### config.mk
export PLATFORM = sky130hd
export DESIGN_NAME = lifo_burst_reader_flat
export DESIGN_NICKNAME = d
export VERILOG_FILES = /design/src/rtl/lifo_burst_reader_if.sv /design/src/rtl/lifo_burst_reader.sv /design/src/flat_wrapper.sv
export SDC_FILE = /design/constraint.sdc
export NUM_CORES = 1
export LEC_CHECK = 0
export BUFFER_PORTS_ARGS = -buffer_cell sky130_fd_sc_hd__buf_4
export CORE_MARGIN = 2
export CORE_UTILIZATION = 57
export CTS_CLUSTER_DIAMETER = 100
export DETAILED_ROUTE_END_ITERATION = 8
export GPL_TIMING_DRIVEN = 1
export PLACE_DENSITY_LB_ADDON = 0.12
export REMOVE_ABC_BUFFERS = 1
export SYNTH_ARGS = -nofsm -noshare
export SYNTH_HDL_FRONTEND = slang
export SYNTH_SLANG_ARGS = --single-unit
### constraint.sdc
create_clock -name clk -period 7.6 [get_ports clk]
set_input_delay 2.28 -clock clk [delete_from_list [all_inputs] [get_ports clk]]
set_output_delay 2.28 -clock clk [all_outputs]
set_load 0.01 [all_outputs]
### src/rtl/lifo_burst_reader_if.sv
// Output word stream of the LIFO burst reader: valid/ready handshake with a last-word marker.
`timescale 1ns/1ps
interface lifo_burst_reader_if #(
  parameter int DATA_W = 32
);
  logic              valid;
  logic [DATA_W-1:0] data;
  logic              last;
  logic              ready;

  modport master (output valid, output data, output last, input ready);
  modport slave  (input valid, input data, input last, output ready);
endinterface

### src/rtl/lifo_burst_reader.sv
// Pops a burst from an FWFT LIFO (newest first) and streams it out through a 2-entry skid buffer.
// State table:  IDLE | waiting for start    POP | issuing pops   FLUSH | draining buffer   DONE | one-cycle done pulse
`timescale 1ns/1ps
module lifo_burst_reader #(
  parameter int DEPTH  = 8,
  parameter int DATA_W = 32,
  localparam int CNT_W = $clog2(DEPTH + 1)
) (
  input  logic              clk,
  input  logic              rst,
  input  logic              start,
  input  logic [CNT_W-1:0]  len,
  input  logic              abort,
  output logic              busy,
  output logic              done,
  output logic              aborted,
  output logic              lifo_r_req,
  input  logic [DATA_W-1:0] lifo_r_data,
  input  logic              lifo_empty,
  input  logic [CNT_W-1:0]  lifo_cnt,
  lifo_burst_reader_if.master m
);

  localparam logic [1:0] S_IDLE  = 2'd0;
  localparam logic [1:0] S_POP   = 2'd1;
  localparam logic [1:0] S_FLUSH = 2'd2;
  localparam logic [1:0] S_DONE  = 2'd3;

  logic [1:0]        r_state;
  logic [CNT_W-1:0]  r_words_left;
  logic              r_aborted;
  logic [1:0]        r_buf_cnt;
  logic [DATA_W-1:0] r_head_data;
  logic              r_head_last;
  logic [DATA_W-1:0] r_tail_data;
  logic              r_tail_last;

  logic              w_abort;
  logic              w_hs;
  logic              w_push;
  logic              w_push_last;
  logic              w_drained;
  logic [CNT_W-1:0]  w_start_len;

  assign w_abort     = abort && ((r_state == S_POP) || (r_state == S_FLUSH));
  assign w_hs        = (r_buf_cnt != 2'd0) && m.ready;
  // Pop decision uses only registered state and lifo_empty; abort merely vetoes it.
  assign w_push      = (r_state == S_POP) && !lifo_empty && (r_buf_cnt < 2'd2) &&
                       (r_words_left != '0) && !abort;
  assign w_push_last = (r_words_left == CNT_W'(1));
  assign w_drained   = (r_buf_cnt == 2'd0) || ((r_buf_cnt == 2'd1) && w_hs);
  assign w_start_len = ((len == '0) || (len > lifo_cnt)) ? lifo_cnt : len;

  assign lifo_r_req = w_push;
  assign busy       = (r_state != S_IDLE);
  assign done       = (r_state == S_DONE);
  assign aborted    = r_aborted;
  assign m.valid    = (r_buf_cnt != 2'd0);
  assign m.data     = r_head_data;
  assign m.last     = r_head_last;

  always_ff @(posedge clk) begin
    if (rst) begin
      r_state      <= S_IDLE;
      r_words_left <= '0;
      r_aborted    <= 1'b0;
    end else begin
      case (r_state)
        S_IDLE: begin
          if (start) begin
            r_words_left <= w_start_len;
            r_state      <= (w_start_len == '0) ? S_DONE : S_POP;
          end
        end
        S_POP: begin
          if (w_abort) begin
            r_words_left <= '0;
            r_aborted    <= 1'b1;
            r_state      <= S_DONE;
          end else if (w_push) begin
            r_words_left <= r_words_left - CNT_W'(1);
            if (w_push_last) r_state <= S_FLUSH;
          end
        end
        S_FLUSH: begin
          if (w_abort) begin
            r_words_left <= '0;
            r_aborted    <= 1'b1;
            r_state      <= S_DONE;
          end else if (w_drained) begin
            r_state <= S_DONE;
          end
        end
        default: begin
          r_aborted <= 1'b0;
          r_state   <= S_IDLE;
        end
      endcase
    end
  end

  // Head register only reloads on a push or when the tail moves up, so m.data holds while empty.
  always_ff @(posedge clk) begin
    if (rst) begin
      r_buf_cnt   <= 2'd0;
      r_head_data <= '0;
      r_head_last <= 1'b0;
      r_tail_data <= '0;
      r_tail_last <= 1'b0;
    end else if (w_abort) begin
      r_buf_cnt <= 2'd0;
    end else begin
      case (r_buf_cnt)
        2'd0: begin
          if (w_push) begin
            r_head_data <= lifo_r_data;
            r_head_last <= w_push_last;
            r_buf_cnt   <= 2'd1;
          end
        end
        2'd1: begin
          if (w_push && w_hs) begin
            r_head_data <= lifo_r_data;
            r_head_last <= w_push_last;
          end else if (w_push) begin
            r_tail_data <= lifo_r_data;
            r_tail_last <= w_push_last;
            r_buf_cnt   <= 2'd2;
          end else if (w_hs) begin
            r_buf_cnt <= 2'd0;
          end
        end
        default: begin
          if (w_hs) begin
            r_head_data <= r_tail_data;
            r_head_last <= r_tail_last;
            r_buf_cnt   <= 2'd1;
          end
        end
      endcase
    end
  end

endmodule
### src/flat_wrapper.sv
// flat-port wrapper written by rule: the top's interface ports become plain ports
module lifo_burst_reader_flat 
#(
  parameter int DEPTH  = 8,
  parameter int DATA_W = 32,
  localparam int CNT_W = $clog2(DEPTH + 1)
)
  (clk, rst, start, len, abort, busy, done, aborted, lifo_r_req, lifo_r_data, lifo_empty, lifo_cnt, m_valid, m_data, m_last, m_ready);
  lifo_burst_reader_if #(.DATA_W(DATA_W)) m_i ();
  input  logic clk;
  input  logic rst;
  input  logic start;
  input  logic [CNT_W-1:0] len;
  input  logic abort;
  output logic busy;
  output logic done;
  output logic aborted;
  output logic lifo_r_req;
  input  logic [DATA_W-1:0] lifo_r_data;
  input  logic lifo_empty;
  input  logic [CNT_W-1:0] lifo_cnt;
  output wire logic [$bits(m_i.valid)-1:0] m_valid;
  output wire logic [$bits(m_i.data)-1:0] m_data;
  output wire logic [$bits(m_i.last)-1:0] m_last;
  input wire logic [$bits(m_i.ready)-1:0] m_ready;
  assign m_valid = m_i.valid;
  assign m_data = m_i.data;
  assign m_last = m_i.last;
  assign m_i.ready = m_ready;
  lifo_burst_reader #(.DEPTH(DEPTH), .DATA_W(DATA_W)) u_core (.clk(clk), .rst(rst), .start(start), .len(len), .abort(abort), .busy(busy), .done(done), .aborted(aborted), .lifo_r_req(lifo_r_req), .lifo_r_data(lifo_r_data), .lifo_empty(lifo_empty), .lifo_cnt(lifo_cnt), .m(m_i));
endmodule
### After elaboration in Yosys (flattened, before gate mapping)

Index checks and enable logic that the tools add are counted.
W data, S select, Z words.

| cells by class | value |
|---|---|
| equality and inequality tests | 15 |
| bitwise logic cells | 3 |
| add/subtract/negate cells | 1 |
| muxes and demuxes | 30 |
| reductions and logical operators | 30 |
| magnitude comparators | 2 |

Operators by type and width:

| kind | count |
|---|---|
| $mux W32 | 3 |
| $pmux W32 S2 | 1 |
| $mux W2 | 12 |
| $mux W4 | 5 |
| $reduce_and A4 Y1 | 5 |
| $ne A3 B1 Y1 const B | 4 |
| $pmux W4 S3 | 1 |
| $logic_and A1 B1 Y1 | 8 |
| $logic_not A4 Y1 | 2 |
| $ne A2 B1 Y1 const B | 3 |
| $ne A2 B2 Y1 const B | 3 |
| $pmux W2 S3 | 1 |
| $reduce_bool A3 Y1 | 2 |
| $eq A2 B1 Y1 const B | 2 |
| $eq A2 B2 Y1 const B | 2 |
| $eq A4 B1 Y1 const B | 1 |
| $gt A4 B4 Y1 | 1 |
| $logic_not A2 Y1 | 2 |
| $mux W1 | 4 |
| $pmux W1 S2 | 2 |
| $pmux W2 S2 | 1 |
| $reduce_bool A2 Y1 | 2 |
| $reduce_bool A4 Y1 | 1 |
| $reduce_or A2 Y1 | 2 |
| 6 further kinds | 11 |

| word-level totals | value |
|---|---|
| input bits | 46 |
| output and inout port bits | 38 |
| word-level logic and storage cells | 89 |
| register bits after elaboration | 75 |

### Longest topological paths before layout

Gate-level depths: netlist of run 1.

| depth | value |
|---|---|
| word-level depth | 8 |
| mapped depth | 10 |
| mapped depth without buffers | 8 |

### Worst setup path after synthesis of run 1

No wires, ideal clock.

| timing path | value |
|---|---|
| path type | in2out |
| start point | input port abort |
| end point | output port lifo_r_req |
| stages on the path | 2 |
| required time | 5.320 ns |
| buffers on the path | 0 |
| arrival | 2.829 ns |
| path slack | 2.491 ns |
| cell sequence | nand2b_1 -> a2111oi_4 |

| on the way | value |
|---|---|
| longest elaborated chain between the ends | 2 |

RTL lines:

| element | line | RTL |
|---|---|---|
| from (decl) | flat_wrapper.sv:14 | `input logic abort;` |
| $logic_not A1 Y1 | lifo_burst_reader.sv:49 | `(r_words_left != '0) && !abort;` |
| $logic_and A1 B1 Y1 | lifo_burst_reader.sv:49 |  |
| to (decl) | flat_wrapper.sv:18 | `output logic lifo_r_req;` |

Every way passes these cells.

### Worst setup path in the final report of run 1

Ends and elaborated chain as after synthesis.

==> impl_results.rst, run 1 <==
.. list-table::
   :header-rows: 1

   * - Metric
     - Value
   * - Data arrival, critical path
     - 3.20 ns
   * - Static Leakage
     - 1.58 nW
   * - Number of enable flip-flop cells after synthesis
     - 0
   * - Required time reported for the critical path endpoint
     - 5.32 ns
   * - Classification of the worst setup path
     - input port to output port
   * - Worst Setup EP
     - lifo_r_req
   * - Via count of the first global-routing pass
     - 2670
   * - Clock edge transition at the registers on the reported setup and hold paths
     - 0.08 ns
   * - R2R Path Start
     - u_core.r_words_left[0]
   * - Die Outline Area
     - 6480 um2
   * - Pre-Repair DR Iteration Count
     - 4
   * - TritonCTS clock tree
     - built
   * - Number of buffers inserted by hold repair at cts
     - 0
   * - Rel. slew slack
     - 0.495
   * - Height of the die
     - 80.5 um
   * - Starting utilization of the core area
     - 0.599
   * - Worst Hold Class
     - register to register
   * - Drc violations
     - 0
   * - Routed len/inst
     - 13.5 um
   * - Global-route usage over all layers
     - 0.242
   * - Global-route wire length before repair
     - 12.2 mm
   * - Routed via count
     - 2961
   * - R2R Setup Slk
     - 5.11 ns
   * - Main combinational cell family by area after synthesis
     - compound AO/OA/AOI/OAI gates
   * - Synth Area in Simple Gates
     - 0.173
   * - Inserted Diodes
     - 0
   * - Worst setup SP type
     - input port
   * - Area of the core
     - 5570 um2
   * - Number of cells traversed by the worst register-to-register path
     - 8
   * - Fraction of layout cells with a size suffix above 1
     - 0.230
   * - Number of top-level design ports
     - 84
   * - Reg2Reg Capture Point
     - u_core.m.data[3]
   * - Kind of end point of the critical path
     - output port
   * - Remaining antenna violation count
     - 0
   * - Vias per cell
     - 5.46
   * - Latest clock arrival within the worst-skew pair
     - 0.35 ns
   * - Ys flop type
     - dfxtp_1
   * - Multi-input gate area in the final layout
     - 1690 um2
   * - Share of flip-flops with an asynchronous set or reset after synthesis
     - 0
   * - Maximum number of buffers from clock root to sink
     - 2
   * - Setup repair after global routing missed its margin
     - false
   * - # fillers
     - 443
   * - Largest clock skew in the final design
     - 0.00891 ns
   * - Routed wire length
     - 7.30 mm
   * - Fraction of synthesized cell area in xor and xnor cells
     - 0
   * - Final setup vio count
     - 0
   * - #FFs+latches synth
     - 75
   * - Port Buf Inserts
     - 83
   * - Post-layout instance area
     - 4180 um2
   * - Seq. cell area
     - 1500 um2
   * - Synthesized-area fraction occupied by ao, oa, aoi and oai cells
     - 0.199
   * - Peak fanout along the critical path
     - 8
   * - Number of buffers created by CTS
     - 9
   * - Ratio of final minimum period to clock period
     - 0.721
   * - Last weighted congestion value of the routability-driven placer
     - 0.849
   * - CTS Root Buffer Type
     - clkbuf_8
   * - Number of library cell types mapped by synthesis
     - 39
   * - Number of standard cells after synthesis
     - 394
   * - Share of the yosys chip area belonging to registers
     - 0.450
   * - Multiplexer share of the synthesized area
     - 0.0960
   * - Detailed placement HPWL
     - 4.90 mm
   * - Post-layout nets
     - 521
   * - Largest net degree at the start of global routing
     - 77
   * - Syn Area/Cell
     - 8.47 um2
   * - Run status
     - completed
   * - Post-synthesis instance area
     - 3340 um2
   * - Leading cell types in the layout, fill and taps excluded
     - buf_4 (87), dfxtp_1 (74), nand2_1 (71)
   * - Crit path from
     - abort
   * - Final critical delay including setup and external delays
     - 5.48 ns
   * - Number of synthesis warnings
     - 0
   * - Maximum VDD drop
     - 0.000189 V
   * - Floorplan row count
     - 27
   * - Setup TNS Final
     - 0 ns
   * - Synthesis-to-layout area growth
     - 25.2%
   * - Total number of H-tree levels
     - 3
   * - Count of routing violations after the opening detailed-route iteration
     - 141
   * - Actual slew at the worst max-slew pin
     - 0.758 ns
   * - Hold Violations, Final
     - 0
   * - Number of buffers added for setup after CTS
     - 0
   * - Number of cells upsized or downsized after cts
     - 0
   * - Die outline width
     - 80.5 um
   * - Final count of pins violating max slew
     - 0
   * - Highest clock rate
     - 182 MHz
   * - Clock Sinks
     - 75
   * - Number of antenna violations at the first check in global routing
     - 0
   * - Cell Area, Placed
     - 3990 um2
   * - Commonest non-fill, non-tap cell in the layout
     - buf_4
   * - Area share of fa/ha/maj cells after synthesis
     - 0.0375
   * - Maxcap violations
     - 0
   * - Global route overflow
     - 0
   * - Power density over the cells
     - 258 nW/um2
metal layers:
metal	global-route usage	routed length [um]
met5	0	0
met4	0.107	146
met2	0.390	3530
met1	0.299	3180
met3	0.0685	451
cell type report:
cell class              instances  area share
well taps                      72      0.0216
clock buffers                  10      0.0305
inverters                      12      0.0108
repair buffers                 87       0.156
multi-input cells             280       0.406
flip-flops and latches         75       0.360
clock inverters                 6      0.0156
Yosys cell counts (3+ instances only):
| master | count | area share |
|---|---|---|
| dfxtp_1 | 75 | 0.45 |
| nand2_1 | 71 | 0.080 |
| nor2_1 | 44 | 0.049 |
| a21oi_1 | 38 | 0.057 |
| a211oi_1 | 36 | 0.081 |
| mux2i_1 | 32 | 0.096 |
| clkbuf_1 | 21 | 0.024 |
| inv_1 | 12 | 0.013 |
| ha_1 | 10 | 0.037 |
| o21ai_0 | 7 | 0.010 |
| nor3_1 | 5 | 0.0075 |
| buf_1 | 4 | 0.0045 |
| nand2b_1 | 4 | 0.0075 |
| nor2b_1 | 3 | 0.0056 |
worst min-delay path by stage:
stage,start,to,slack [ns],depth (start not counted)
6_report,u_core.r_tail_data[11],u_core.r_tail_data[11],0.46,2
5_1_grt,u_core.r_tail_data[5],u_core.r_tail_data[5],0.48,2
4_1_cts,u_core.r_tail_data[5],u_core.r_tail_data[5],0.46,2
3_5_place_dp,u_core.r_tail_data[5],u_core.r_tail_data[5],0.45,2
3_3_place_gp,u_core.r_tail_data[16],u_core.r_tail_data[16],0.44,2
2_1_floorplan,u_core.r_tail_data[0],u_core.r_tail_data[0],0.43,2
worst max-delay path, stage by stage:
cell and delay (ns):
buf_4 0.13, nand2b_1 0.18, a2111oi_4 0.39, buf_4 0.21
sequential cells by signal, summed over array words and instances (netlist names):
signal / count
u_core.r_buf_cnt: 2
u_core.r_state: 2
u_core.m.data: 32
u_core.r_tail_data: 32
u_core.aborted: 1
u_core.r_tail_last: 1
u_core.m.last: 1
u_core.r_words_left: 4
cell families after synthesis:
family	count (synthesis)
buf+inv	39
mux	32
fa+ha+maj	10
flops	75
compound gates	99
simple gates	139
where the power goes:
group | switching (W) | total [W] | internal, W
clock | 0.000147 | 0.000299 | 0.000152
sequential | 0.0000269 | 0.000458 | 0.000431
combinational | 0.000180 | 0.000321 | 0.000142
per-stage QoR:
| stage | worst slack (ns) | hold slack, ns | utilization | power, W | std cells |
|---|---|---|---|---|---|
| after global routing | 2.07 | 0.480 | 0.749 | 0.00114 | 542 |
| after CTS | 2.11 | 0.458 | 0.749 | 0.00109 | 542 |
| after global placement | 2.15 | 0.441 | 0.715 | 0.000778 | 526 |
| after detailed placement | 2.12 | 0.446 | 0.715 | 0.000786 | 526 |
| after floorplan | 2.13 | 0.430 | - | 0.000670 | 367 |
| final | 2.12 | 0.456 | 0.749 | 0.00108 | 542 |
No activity file was read; power rests on OpenSTA's default activity.
==> run 2, diff against run 1 <==
--- a/config.mk
+++ b/config.mk
@@ -5,9 +5,10 @@
 export SDC_FILE = /design/constraint.sdc
 export NUM_CORES = 1
 export LEC_CHECK = 0
+export ABC_AREA = 1
 export BUFFER_PORTS_ARGS = -buffer_cell sky130_fd_sc_hd__buf_4
 export CORE_MARGIN = 2
-export CORE_UTILIZATION = 57
+export CORE_UTILIZATION = 48
 export CTS_CLUSTER_DIAMETER = 100
 export DETAILED_ROUTE_END_ITERATION = 8
 export GPL_TIMING_DRIVEN = 1
==> constraint.sdc (replaced) <==
create_clock -name clk -period 4.5 [get_ports clk]
set_input_delay 1.35 -clock clk [delete_from_list [all_inputs] [get_ports clk]]
set_output_delay 1.35 -clock clk [all_outputs]
set_load 0.01 [all_outputs]
==> impl_results.rst, run 2 <==
.. list-table::
   :header-rows: 1

   * - Metric
     - Value
   * - Global-route usage over all layers
     - 0.227 (was 0.242)
   * - Post-layout nets
     - 588 (was 521)
   * - Sequential cell fraction of total power
     - 0.441 (was 0.425)
   * - Maximum VDD drop
     - 0.000211 V (was 0.000189 V)
   * - Number of library cell types mapped by synthesis
     - 22 (was 39)
   * - Remaining antenna violation count
     - 0 (unchanged)
   * - Power density over the cells
     - 420 nW/um2 (was 258 nW/um2)
   * - Global route overflow
     - 0 (unchanged)
   * - Final critical delay including setup and external delays
     - 3.59 ns
   * - Die outline width
     - 87.5 um (was 80.5 um)
   * - #FFs+latches synth
     - 75 (unchanged)
   * - Sw Share
     - 0.326 (was 0.328)
   * - Number of buffers added for setup after CTS
     - 0 (unchanged)
   * - Number of top-level design ports
     - 84 (unchanged)
   * - Ratio of final minimum period to clock period
     - 0.797
   * - Global-route wire length before repair
     - 13.7 mm (was 12.2 mm)
   * - Number of antenna violations at the first check in global routing
     - 0 (unchanged)
   * - Routed via count
     - 3321 (was 2961)
   * - Required time reported for the critical path endpoint
     - 3.15 ns (was 5.32 ns)
   * - Starting utilization of the core area
     - 0.496 (was 0.599)
   * - Hold Violations, Final
     - 0 (unchanged)
   * - CTS Root Buffer Type
     - clkbuf_8 (unchanged)
   * - Detailed placement HPWL
     - 5.30 mm (was 4.90 mm)
   * - Commonest non-fill, non-tap cell in the layout
     - nand2_1 (was buf_4)
   * - Drc violations
     - 0 (unchanged)
   * - Clock edge transition at the registers on the reported setup and hold paths
     - 0.08 ns (about the same)
   * - Most repeated cell in the gate-level netlist after synthesis
     - nand2_1 (was dfxtp_1)
   * - Post-layout instance area
     - 4160 um2 (was 4180 um2)
   * - Last weighted congestion value of the routability-driven placer
     - 0.822 (was 0.849)
   * - Library cell with the largest summed area after synthesis
     - dfxtp_1 (unchanged)
   * - Fraction of layout cells with a size suffix above 1
     - 0.201 (was 0.230)
   * - Vias per cell
     - 5.38 (was 5.46)
   * - Highest clock rate
     - 279 MHz
   * - Share of flip-flops with an asynchronous set or reset after synthesis
     - 0 (unchanged)
   * - Cell Area, Placed
     - 3970 um2 (was 3990 um2)
   * - Port Buf Inserts
     - 83 (unchanged)
   * - Die Outline Area
     - 7660 um2 (was 6480 um2)
   * - Ys flop type
     - dfxtp_1 (unchanged)
   * - Classification of the worst setup path
     - input port to output port (unchanged)
   * - Kind of end point of the critical path
     - output port (unchanged)
   * - Number of enable flip-flop cells after synthesis
     - 0 (unchanged)
   * - Routed wire length
     - 8.43 mm (was 7.30 mm)
   * - TritonCTS clock tree
     - built (unchanged)
   * - Largest clock skew in the final design
     - 0.00751 ns (was 0.00891 ns)
   * - Data arrival, critical path
     - 2.24 ns (was 3.20 ns)
   * - Via count of the first global-routing pass
     - 3019 (was 2670)
   * - Final setup vio count
     - 0 (unchanged)
   * - Largest net degree at the start of global routing
     - 67 (was 77)
   * - Run status
     - completed (unchanged)
   * - Actual slew at the worst max-slew pin
     - 1.09 ns (was 0.758 ns)
   * - Latest clock arrival within the worst-skew pair
     - 0.35 ns (about the same)
   * - Switching power summed over all nets
     - 0.000569 W (was 0.000353 W)
   * - Synthesis-to-layout area growth
     - 24.2% (was 25.2%)
   * - Final count of pins violating max slew
     - 0 (unchanged)
   * - Number of cells upsized or downsized after cts
     - 0 (unchanged)
   * - Inserted Diodes
     - 0 (unchanged)
   * - Count of routing violations after the opening detailed-route iteration
     - 237 (was 141)
   * - Pre-Repair DR Iteration Count
     - 4 (unchanged)
   * - Number of buffers inserted by hold repair at cts
     - 0 (unchanged)
   * - Share of power burned in combinational logic
     - 0.265 (was 0.298)
   * - Floorplan row count
     - 30 (was 27)
   * - Clock Sinks
     - 75 (unchanged)
   * - Number of synthesis warnings
     - 0 (unchanged)
   * - Placed Cells incl. Taps
     - 601 (was 526)
   * - Maxcap violations
     - 0 (unchanged)
   * - Largest cells by area after synthesis
     - dfxtp_1 (45%), nand2_1 (15%), nand3_1 (6.6%), a21oi_1 (6.4%), a31oi_1 (6.2%) (was dfxtp_1 (45%), mux2i_1 (9.6%), a211oi_1 (8.1%), nand2_1 (8.0%), a21oi_1 (5.7%))
   * - Number of buffers created by CTS
     - 9 (unchanged)
   * - Setup TNS Final
     - 0 ns (unchanged)
   * - Static Leakage
     - 1.81 nW (was 1.58 nW)
   * - Most instantiated cells after synthesis
     - nand2_1 (134), dfxtp_1 (75), nand3_1 (44) (was dfxtp_1 (75), nand2_1 (71), nor2_1 (44))
   * - Post-synthesis instance area
     - 3350 um2 (was 3340 um2)
   * - Maximum number of buffers from clock root to sink
     - 2 (unchanged)
   * - Number of standard cells after synthesis
     - 465 (was 394)
   * - Worst setup SP type
     - input port (unchanged)
   * - Synth top area share
     - 0.448 (was 0.450)
   * - Syn Area/Cell
     - 7.20 um2 (was 8.47 um2)
   * - Worst Hold Class
     - register to register (unchanged)
   * - Area of the core
     - 6760 um2 (was 5570 um2)
   * - Total number of H-tree levels
     - 3 (unchanged)
   * - Share of the yosys chip area belonging to registers
     - 0.448 (was 0.450)
   * - Setup repair after global routing missed its margin
     - false (unchanged)
   * - Total Power Consumption
     - 0.00175 W (was 0.00108 W)
   * - Part of the power in the clock network
     - 0.294 (was 0.277)
   * - Util after Layout
     - 0.616 (was 0.749)
   * - Height of the die
     - 87.5 um (was 80.5 um)
   * - Internal power consumption
     - 0.00118 W (was 0.000725 W)
   * - Fin cells
     - 617 (was 542)
   * - Rel. slew slack
     - 0.274 (was 0.495)
   * - Peak fanout along the critical path
     - 15 (was 8)
   * - Routed len/inst
     - 13.7 um (was 13.5 um)
   * - Leading cell types in the layout, fill and taps excluded
     - nand2_1 (134), buf_4 (87), dfxtp_1 (75) (was buf_4 (87), dfxtp_1 (74), nand2_1 (71))
-- run 2: stage by stage --
stage                     worst slack (ns)  hold slack [ns]
after global placement               0.919            0.448
after floorplan                      0.848            0.435
after detailed placement             0.915            0.452
after CTS                            0.915            0.464
final                                0.912            0.462
after global routing                 0.846            0.476
-- run 2: logic make-up after synthesis --
group | after synthesis | share of synthesized area
XOR/XNOR | 3 | 0.00785
adder cells (fa/ha/maj) | 10 | 0.0374
buffers and inverters | 56 | 0.0687
AO/OA/AOI/OAI | 117 | 0.189
flip-flops | 75 | 0.448
AND/OR/NAND/NOR | 204 | 0.249
-- run 2: area by class of cell --
type | instances | area [um2]
clock buffer | 10 | 128
clock inverter | 6 | 65.1
fill | 662 | 2590
inverter | 25 | 93.8
multi-input combinational | 334 | 1620
sequential | 75 | 1500
tap | 80 | 100
timing repair buffer | 87 | 653
-- run 2: path summary, 6_finish.rpt --
check	start	end	slack, ns	depth (start not counted)
min reg2reg	u_core.r_tail_data[4]	u_core.r_tail_data[4]	0.46	2
min	u_core.r_tail_data[4]	u_core.r_tail_data[4]	0.46	2
max	abort	lifo_r_req	0.91	5
max reg2reg	u_core.r_buf_cnt[1]	u_core.m.data[20]	1.71	9
-- run 2: power by group through the flow --
stage                     Clock [W]  Combinational [W]  Sequential (W)
after CTS                  0.000525           0.000466        0.000769
after floorplan                   0           0.000264        0.000793
after global routing       0.000553           0.000521        0.000777
after global placement            0           0.000457        0.000781
after detailed placement          0           0.000464        0.000783
final                      0.000514           0.000463        0.000770
-- run 2: worst max-delay path, stage by stage --
cell,delay (ns)
buf_4,0.12
nor3_2,0.16
nand2_1,0.12
inv_2,0.28
buf_4,0.19
-- run 2: per-layer routing --
layer / up-vias / share of wire / GRT usage / routed length, um
met1: 1527 / 0.46 / 0.281 / 3840
met5: - / 0 / 0 / 0
met4: 0 / 0.017 / 0.0839 / 141
met3: 12 / 0.054 / 0.0566 / 454
met2: 90 / 0.47 / 0.381 / 3990
li1: 1692 / - / - / -
==> run 3, diff against run 2 <==
--- a/config.mk
+++ b/config.mk
@@ -8,7 +8,7 @@
 export ABC_AREA = 1
 export BUFFER_PORTS_ARGS = -buffer_cell sky130_fd_sc_hd__buf_4
 export CORE_MARGIN = 2
-export CORE_UTILIZATION = 48
+export CORE_UTILIZATION = 53
 export CTS_CLUSTER_DIAMETER = 100
 export DETAILED_ROUTE_END_ITERATION = 8
 export GPL_TIMING_DRIVEN = 1
==> constraint.sdc (replaced) <==
create_clock -name clk -period 3.41 [get_ports clk]
set_input_delay 1.023 -clock clk [delete_from_list [all_inputs] [get_ports clk]]
set_output_delay 1.023 -clock clk [all_outputs]
set_load 0.01 [all_outputs]
==> impl_results.rst, run 3 (synthesis gave the netlist of run 2 again) <==
.. list-table::
   :header-rows: 1

   * - Metric
     - Value
   * - Run status
     - completed (unchanged)
   * - Leading cell types in the layout, fill and taps excluded
     - nand2_1 (134), buf_4 (89), dfxtp_1 (75) (was nand2_1 (134), buf_4 (87), dfxtp_1 (75))
   * - Routed wire length
     - 8.12 mm (was 8.43 mm)
   * - Pre-Repair DR Iteration Count
     - 4 (unchanged)
   * - Total Power Consumption
     - 0.00227 W (was 0.00175 W)
   * - Number of cells upsized or downsized after cts
     - 0 (unchanged)
   * - GR Util met1
     - 0.309 (was 0.281)
   * - Count of routing violations after the opening detailed-route iteration
     - 191 (was 237)
   * - Port Buf Inserts
     - 83 (unchanged)
   * - Global route overflow
     - 0 (unchanged)
   * - Global-route wire length before repair
     - 13.8 mm (was 13.7 mm)
   * - Met2 GRT Util
     - 0.378 (was 0.381)
   * - Starting utilization of the core area
     - 0.556 (was 0.496)
   * - Number of buffers added for setup after CTS
     - 0 (unchanged)
   * - Maximum VDD drop
     - 0.000296 V (was 0.000211 V)
   * - Die Outline Area
     - 6970 um2 (was 7660 um2)
   * - Floorplan row count
     - 28 (was 30)
   * - Highest clock rate
     - 373 MHz
   * - Remaining antenna violation count
     - 0 (unchanged)
   * - Cell Area, Placed
     - 4000 um2 (was 3970 um2)
   * - Routed len/inst
     - 13.2 um (was 13.7 um)
   * - Critical path's most frequent cell
     - buf_4 (unchanged)
   * - Clock Sinks
     - 75 (unchanged)
   * - Final setup vio count
     - 0 (unchanged)
   * - GRT Max-Usage Layer
     - met2 (unchanged)
   * - Post-layout instance area
     - 4190 um2 (was 4160 um2)
   * - Largest net degree at the start of global routing
     - 53 (was 67)
   * - Hold Violations, Final
     - 0 (unchanged)
   * - Fraction of layout cells with a size suffix above 1
     - 0.207 (was 0.201)
   * - TritonCTS clock tree
     - built (unchanged)
   * - Area of the core
     - 6030 um2 (was 6760 um2)
   * - CP cell instances
     - buf_4 > nor3_2 > nand2_1 > inv_2 > buf_4 (unchanged)
   * - Die outline width
     - 83.5 um (was 87.5 um)
   * - Met3 track demand over resource
     - 0.0574 (was 0.0566)
   * - Routed via count
     - 3320 (was 3321)
   * - Critical path's largest stage delay
     - 0.16 ns (was 0.28 ns)
   * - Power density over the cells
     - 542 nW/um2 (was 420 nW/um2)
   * - CTS Root Buffer Type
     - clkbuf_8 (unchanged)
   * - Synthesis-to-layout area growth
     - 25.0% (was 24.2%)
   * - Static Leakage
     - 1.82 nW (was 1.81 nW)
   * - Worst setup SP type
     - input port (unchanged)
   * - Kind of end point of the critical path
     - output port (unchanged)
   * - Rel. slew slack
     - 0.720 (was 0.274)
   * - Inserted Diodes
     - 0 (unchanged)
   * - Clock edge transition at the registers on the reported setup and hold paths
     - 0.07 ns (was 0.08 ns)
   * - Peak fanout along the critical path
     - 4 (was 15)
   * - Post-layout nets
     - 591 (was 588)
   * - Total number of H-tree levels
     - 3 (unchanged)
   * - Number of antenna violations at the first check in global routing
     - 0 (unchanged)
   * - Last weighted congestion value of the routability-driven placer
     - 0.890 (was 0.822)
   * - Data arrival, critical path
     - 1.66 ns (was 2.24 ns)
   * - Slowest cell on the critical path
     - nor3_2 (was inv_2)
   * - Cell family with most CP delay
     - buffers and inverters (unchanged)
   * - Global-route usage over all layers
     - 0.235 (was 0.227)
   * - Vias per cell
     - 5.40 (was 5.38)
   * - Final critical delay including setup and external delays
     - 2.68 ns
   * - Maximum number of buffers from clock root to sink
     - 2 (unchanged)
   * - Ratio of final minimum period to clock period
     - 0.786
   * - Drc violations
     - 0 (unchanged)
   * - Number of buffers and inverters on the critical path
     - 3 (unchanged)
   * - Height of the die
     - 83.5 um (was 87.5 um)
   * - Required time reported for the critical path endpoint
     - 2.39 ns (was 3.15 ns)
   * - Worst Hold Class
     - register to register (unchanged)
   * - Latest clock arrival within the worst-skew pair
     - 0.34 ns (was 0.35 ns)
   * - Number of buffers created by CTS
     - 9 (unchanged)
   * - Setup TNS Final
     - 0 ns (unchanged)
   * - Maxcap violations
     - 0 (unchanged)
   * - Setup repair after global routing missed its margin
     - false (unchanged)
   * - Detailed placement HPWL
     - 5.38 mm (was 5.30 mm)
   * - Commonest non-fill, non-tap cell in the layout
     - nand2_1 (unchanged)
   * - # fillers
     - 527 (was 662)
   * - Classification of the worst setup path
     - input port to output port (unchanged)
   * - Via count of the first global-routing pass
     - 3008 (was 3019)
   * - Smallest hold slack
     - 0.463 ns (was 0.462 ns)
   * - Util after Layout
     - 0.695 (was 0.616)
   * - Number of top-level design ports
     - 84 (unchanged)
   * - Number of buffers inserted by hold repair at cts
     - 0 (unchanged)
   * - Largest clock skew in the final design
     - 0.0125 ns (was 0.00751 ns)
   * - Actual slew at the worst max-slew pin
     - 0.419 ns (was 1.09 ns)
   * - Final count of pins violating max slew
     - 0 (unchanged)
[run 3: cell count changes in the layout (fill, tap and decap cells not counted)]
cell,previous run,this run
clkbuf_1,1,0
clkinvlp_4,1,3
clkbuf_8,9,11
bufinv_16,1,0
buf_12,0,1
buf_4,87,89
clkinv_4,1,0
clkinv_2,2,1
[run 3: power breakdown]
part	internal (W)	switching [W]	total [W]
Combinational	0.000263	0.000352	0.000616
Sequential	0.000957	0.0000580	0.00101
Clock	0.000305	0.000333	0.000639
Total	0.00153	0.000744	0.00227
[run 3: path summary, 6_finish.rpt]
check	startpoint	endpoint	slack, ns	cells after the start
max	abort	lifo_r_req	0.73	5
min	u_core.r_tail_data[17]	u_core.r_tail_data[17]	0.46	2
max reg2reg	u_core.r_state[1]	u_core.m.data[8]	1.03	12
min reg2reg	u_core.r_tail_data[17]	u_core.r_tail_data[17]	0.46	2
[run 3: worst register-to-register path: stages (launching register included)]
cell and delay [ns]:
dfxtp_1 0.34, inv_1 0.08, ha_1 0.24, nand2_1 0.09, nor3_2 0.10, nand2_1 0.13
inv_2 0.08, buf_4 0.34, o21ai_1 0.12, inv_2 0.22, buf_12 0.26, o21ai_0 0.14
a31oi_1 0.16
[run 3: layer usage]
layer  vias to the layer above  routed length [um]
met5                         -                   0
met4                         0                 122
met3                        10                 565
met2                       107                3760
met1                      1506                3670
li1                       1697                   -
[run 3: stage by stage]
stage | setup slack, ns | std cells
4_1_cts | 0.726 | 615
3_3_place_gp | 0.679 | 599
5_1_grt | 0.663 | 615
6_report | 0.730 | 615
3_5_place_dp | 0.570 | 599
2_1_floorplan | 0.0851 | 434
[run 3: final cells by class]
cell class,count,area [um2],share of cell area
Tap cell,75,93.8,0.0224
Clock buffer,11,151,0.0362
Timing Repair Buffer,90,688,0.164
Clock inverter,5,36.3,0.00867
Multi-Input combinational cell,334,1620,0.387
Sequential cell,75,1500,0.359
Inverter,25,93.8,0.0224
